<file path="config.mk">
export PLATFORM = sky130hd
export DESIGN_NAME = register_file_8x32
export DESIGN_NICKNAME = d
export VERILOG_FILES = /design/src/rtl/register_file_8x32_pkg.sv /design/src/rtl/register_file_8x32_register_en.sv /design/src/rtl/register_file_8x32.sv
export SDC_FILE = /design/constraint.sdc
export NUM_CORES = 1
export LEC_CHECK = 0
export BUFFER_PORTS_ARGS = -buffer_cell sky130_fd_sc_hd__clkbuf_2
export CELL_PAD_IN_SITES_DETAIL_PLACEMENT = 1
export CELL_PAD_IN_SITES_GLOBAL_PLACEMENT = 2
export CORE_UTILIZATION = 34
export DETAILED_ROUTE_END_ITERATION = 8
export HOLD_SLACK_MARGIN = 0.03
export PLACE_DENSITY = 0.72
export SETUP_SLACK_MARGIN = 0.4
export SKIP_CTS_REPAIR_TIMING = 1
export SLEW_MARGIN = 20
export SYNTH_ARGS = -nofsm -noshare
export SYNTH_HDL_FRONTEND = slang
export SYNTH_SLANG_ARGS = --single-unit
</file>
<file path="constraint.sdc">
create_clock -name clk -period 1.6 [get_ports clk]
set_clock_uncertainty 0.2 [all_clocks]
set_input_delay 0.24 -clock clk [delete_from_list [all_inputs] [get_ports clk]]
set_output_delay 0.24 -clock clk [all_outputs]
set_load 0.005 [all_outputs]
</file>
<file path="src/rtl/register_file_8x32_pkg.sv">
`default_nettype none
// ============================================================================
// Module   : register_file_8x32_pkg
// Purpose  : Shared sizing constants and reset value for the 8x32 register
//            file and its storage sub-module.
// Ports    : none (package)
// Revision : 1.0 - initial release
// ============================================================================
package register_file_8x32_pkg;

  localparam int REGFILE_DATA_W   = 32;
  localparam int REGFILE_ADDR_W   = 3;
  localparam int REGFILE_NUM_REGS = 8;

  // Value every register takes on reset.
  localparam logic [REGFILE_DATA_W-1:0] REGFILE_RESET_VAL = '0;

endpackage : register_file_8x32_pkg
`default_nettype wire

</file>
<file path="src/rtl/register_file_8x32_register_en.sv">
`default_nettype none
// ============================================================================
// Module   : register_en
// Purpose  : DATA_WIDTH-bit storage register with load enable and
//            synchronous active-high reset. Reset wins over en.
// Ports    : clk   - clock, rising edge
//            reset - synchronous active-high reset
//            en    - load enable
//            d     - data in
//            q     - registered data out
// Revision : 1.0 - initial release
// ============================================================================
module register_en
  import register_file_8x32_pkg::*;
#(
  parameter int DATA_WIDTH = REGFILE_DATA_W
) (
  input  logic                  clk,
  input  logic                  reset,
  input  logic                  en,
  input  logic [DATA_WIDTH-1:0] d,
  output logic [DATA_WIDTH-1:0] q
);

  always_ff @(posedge clk) begin
    if (reset) begin
      q <= DATA_WIDTH'(REGFILE_RESET_VAL);
    end else if (en) begin
      q <= d;
    end
  end

endmodule : register_en
`default_nettype wire

</file>
<file path="src/rtl/register_file_8x32.sv">
`default_nettype none
// ============================================================================
// Module   : register_file_8x32
// Purpose  : Eight-entry register file, one synchronous write port and two
//            combinational read ports. Write address decode is internal.
//            Optional macro REGFILE_WRITE_BYPASS_EN forwards wData to a read
//            port in the same cycle when it addresses the register being
//            written (reset low, we high). Without it, reads show stored
//            contents only (old value during the write cycle).
// Ports    : clk            - clock, rising edge
//            reset          - synchronous active-high reset, clears all regs
//            we             - write enable
//            wAddr / wData  - write address / data
//            rAddr0/rAddr1  - read addresses
//            rData0/rData1  - read data
// Revision : 1.0 - initial release
// ============================================================================
module register_file_8x32
  import register_file_8x32_pkg::*;
#(
  parameter int DATA_WIDTH = REGFILE_DATA_W,
  parameter int ADDR_WIDTH = REGFILE_ADDR_W
) (
  input  logic                  clk,
  input  logic                  reset,
  input  logic                  we,
  input  logic [ADDR_WIDTH-1:0] wAddr,
  input  logic [DATA_WIDTH-1:0] wData,
  input  logic [ADDR_WIDTH-1:0] rAddr0,
  input  logic [ADDR_WIDTH-1:0] rAddr1,
  output logic [DATA_WIDTH-1:0] rData0,
  output logic [DATA_WIDTH-1:0] rData1
);

  // One-hot (or all-zero) register enables; gating by we keeps X on wAddr
  // from reaching any enable while writes are off.
  logic [REGFILE_NUM_REGS-1:0] to_reg;
  logic [DATA_WIDTH-1:0]       regs [REGFILE_NUM_REGS];

  generate
    for (genvar i = 0; i < REGFILE_NUM_REGS; i++) begin : g_reg
      assign to_reg[i] = we & (wAddr == ADDR_WIDTH'(i));

      register_en #(
        .DATA_WIDTH (DATA_WIDTH)
      ) u_reg (
        .clk   (clk),
        .reset (reset),
        .en    (to_reg[i]),
        .d     (wData),
        .q     (regs[i])
      );
    end
  endgenerate

  // 8:1 read muxes.
  logic [DATA_WIDTH-1:0] stored0;
  logic [DATA_WIDTH-1:0] stored1;

  assign stored0 = regs[rAddr0];
  assign stored1 = regs[rAddr1];

`ifdef REGFILE_WRITE_BYPASS_EN
  // Write-through forwarding, independent per port.
  logic fwd0;
  logic fwd1;

  assign fwd0   = we & ~reset & (rAddr0 == wAddr);
  assign fwd1   = we & ~reset & (rAddr1 == wAddr);
  assign rData0 = fwd0 ? wData : stored0;
  assign rData1 = fwd1 ? wData : stored1;
`else
  assign rData0 = stored0;
  assign rData1 = stored1;
`endif

endmodule : register_file_8x32
`default_nettype wire

</file>
==> results.yml <==
timing:
  worst_pin_slew_ns: 0.792
  period_needed_ns: 2.21
  whs_ns: 0.0344
  rsz0062_at_grt: "yes"
  fin_crit_sh: 1.38
  clock.fmax_mhz: 453
  relSlewSlack: 0.470
  final-setup-viol-count: 65
  final.setup.worst_slack_ns: -0.608
  hold_violations: 0
  slew_violations: 0
clock_tree:
  cts_buffer_depth: 3
  cts_sinks: 256
  h-tree-depth: 2
  cts_made_buffers: 34
  clk_latency_ns: 0.51
  cts_tree: "done"
  clkTransAtPathRegs_ns: 0.06
  root_buffer: "clkbuf_16"
synthesis:
  synth_area_per_cell_um2: 9.63
  yosys_warnings: 0
  syn_inst: 1391
  seq_area_frac_synth: 0.383
  ys_types: 21
  netlist_area_mm2: 0.0134
  synth-seq-cells: 256
  syn_nets: 1435
placed_design:
  routabilityCongestion: 0.789
  numPortBuffers: 107
  dp_hpwl_um: 29900
  dp_slack_ns: -0.489
  place_area_mm2: 0.0148
pwr:
  p_per_area_mw_per_mm2: 968
  power.leakage_nw: 5.95
  max-vdd-ir-drop_uv: 500
finish:
  finalNetCount: 1561
  fill_cells: 4368
  area_growth_pct: 22.8
  finalInstanceArea_mm2: 0.0165
  multi_input_area_mm2: 0.00724
  utilization: 0.425
  layout-drive-gt1-share: 0.347
  regArea_mm2: 0.00521
  regMostFlops: "g.u_reg.q"
  reg.largest.list: "g.u_reg.q (256)"
  largest_reg_flops: 256
  diodes: 0
critical_path:
  start_kind: "flip-flop"
  path_class: "flip-flop to primary output"
  endpoint_kind: "primary output"
  worstPathArrival_ns: 1.77
  crit_fanout: 3
  crit_required_ns: 1.16
die:
  num_io_pins: 108
  design.core.area_mm2: 0.0387
  fp.dieArea_mm2: 0.0402
  die_w_um: 201
  die_h_um: 201
  initial_core_util: 0.346
  placementRows: 72
grt:
  grt_pass1_wl_um: 70900
  grt_pass1_vias: 11466
  antenna_found_initial: 0
  grt_max_degree: 61
  track_usage: 0.230
  grt_overflow_total: 0
route:
  dr_total_vias: 11047
  wirelength_um: 47100
  drt_iter0_drc: 609
  drc_errors: 0
  vias_per_cell: 5.36
  first_pass_iters: 5
  wire_per_inst_um: 22.9
  postRouteAntennaNets: 0
run_status:
  status: "finished, violations left"
  violations: "setup timing"
run:
  timing.max_cap.violations: 0
min_path:
  hp-class: "primary input to flip-flop"
stage by stage:
stage	power (mW)	instances	TNS, ns
5_1_grt	16.5	2060	-39.04
3_3_place_gp	8.30	1956	-32.79
3_5_place_dp	8.34	1956	-36.60
2_1_floorplan	7.83	1391	-6.05
4_1_cts	16.0	2017	-39.04
6_report	15.9	2060	-36.30
synthesized netlist by cell type:
cell type  instances  share of area
nand2_1          512           0.14
a21oi_1          256          0.096
dfxtp_1          256           0.38
mux4_1            79           0.15
clkbuf_1          53          0.015
mux2_2            50          0.042
mux4_2            49          0.082
buf_2             44          0.016
buf_4             42          0.024
buf_6             17          0.014
mux2_4            14          0.016
and4b_1            3         0.0022
and4bb_2           3         0.0028
nand4b_1           3         0.0020
nand4bb_1          3         0.0025
buf_1              2        0.00056
and4_1             1        0.00065
clkbuf_4           1        0.00056
nand4_1            1        0.00047
nor4b_4            1         0.0018
or4b_1             1        0.00075
critical path, stage by stage (launching register included):
cell	delay, ns
dfxtp_2	0.33
mux4_2	0.49
mux2_4	0.30
clkbuf_2	0.11
placed cells by master (no fill, tap or decap):
master,n
and4_2,1
nand4_1,1
clkbuf_8,8
buf_6,10
clkinv_2,3
nor4b_4,1
inv_8,1
and4b_2,3
buf_4,67
or4b_4,1
mux2_2,4
clkbuf_2,98
nand4bb_2,3
mux2_4,60
and4bb_2,2
dlygate4sd3_1,36
dfxtp_1,188
and4bb_4,1
clkbuf_1,11
mux4_2,128
a21oi_1,256
clkinv_8,2
bufinv_16,1
nand2_1,512
dfxtp_2,68
nand4b_1,3
buf_12,35
clkbuf_16,38
metal layers:
metal | GRT usage | vias up | wire length, um
li1 | - | 5066 | -
met1 | 0.299 | 5644 | 21000
met2 | 0.386 | 262 | 22800
met3 | 0.0383 | 75 | 2110
met4 | 0.0752 | 0 | 1210
met5 | 0 | - | 0
cells by family after synthesis:
kind of cell	Yosys count	share of synthesized area
DFF	256	0.383
and+or+nand+nor	528	0.157
muxes	192	0.295
buffers and inverters	159	0.0702
AOI/OAI and AO/OA	256	0.0956
area by class of cell:
cell class	count	share of cell area
Clock buffer	54	0.0624
Clock inverter	7	0.00540
Multi-Input combinational cell	976	0.440
Sequential cell	256	0.317
Tap cell	518	0.0394
Timing Repair Buffer	249	0.136
path summary, 6_finish.rpt:
kind                                     start                           endpoint  slack, ns  cells after the start
max          g_reg[5].u_reg.q[23]$_SDFFE_PP0P_                         rData0[23]      -0.61                      3
min reg2reg  g_reg[5].u_reg.q[11]$_SDFFE_PP0P_  g_reg[5].u_reg.q[11]$_SDFFE_PP0P_       0.26                      2
min                                      reset  g_reg[5].u_reg.q[29]$_SDFFE_PP0P_       0.03                      3
max reg2reg  g_reg[6].u_reg.q[16]$_SDFFE_PP0P_  g_reg[6].u_reg.q[16]$_SDFFE_PP0P_       0.67                      3
report_power, final:
part	switching (mW)	internal, mW	leakage, nW
Combinational	0.926	0.770	3.30
Sequential	0.101	6.52	2.10
Clock	3.01	4.59	0.548
Total	4.04	11.9	5.95
(Power assumes the default switching activity.)
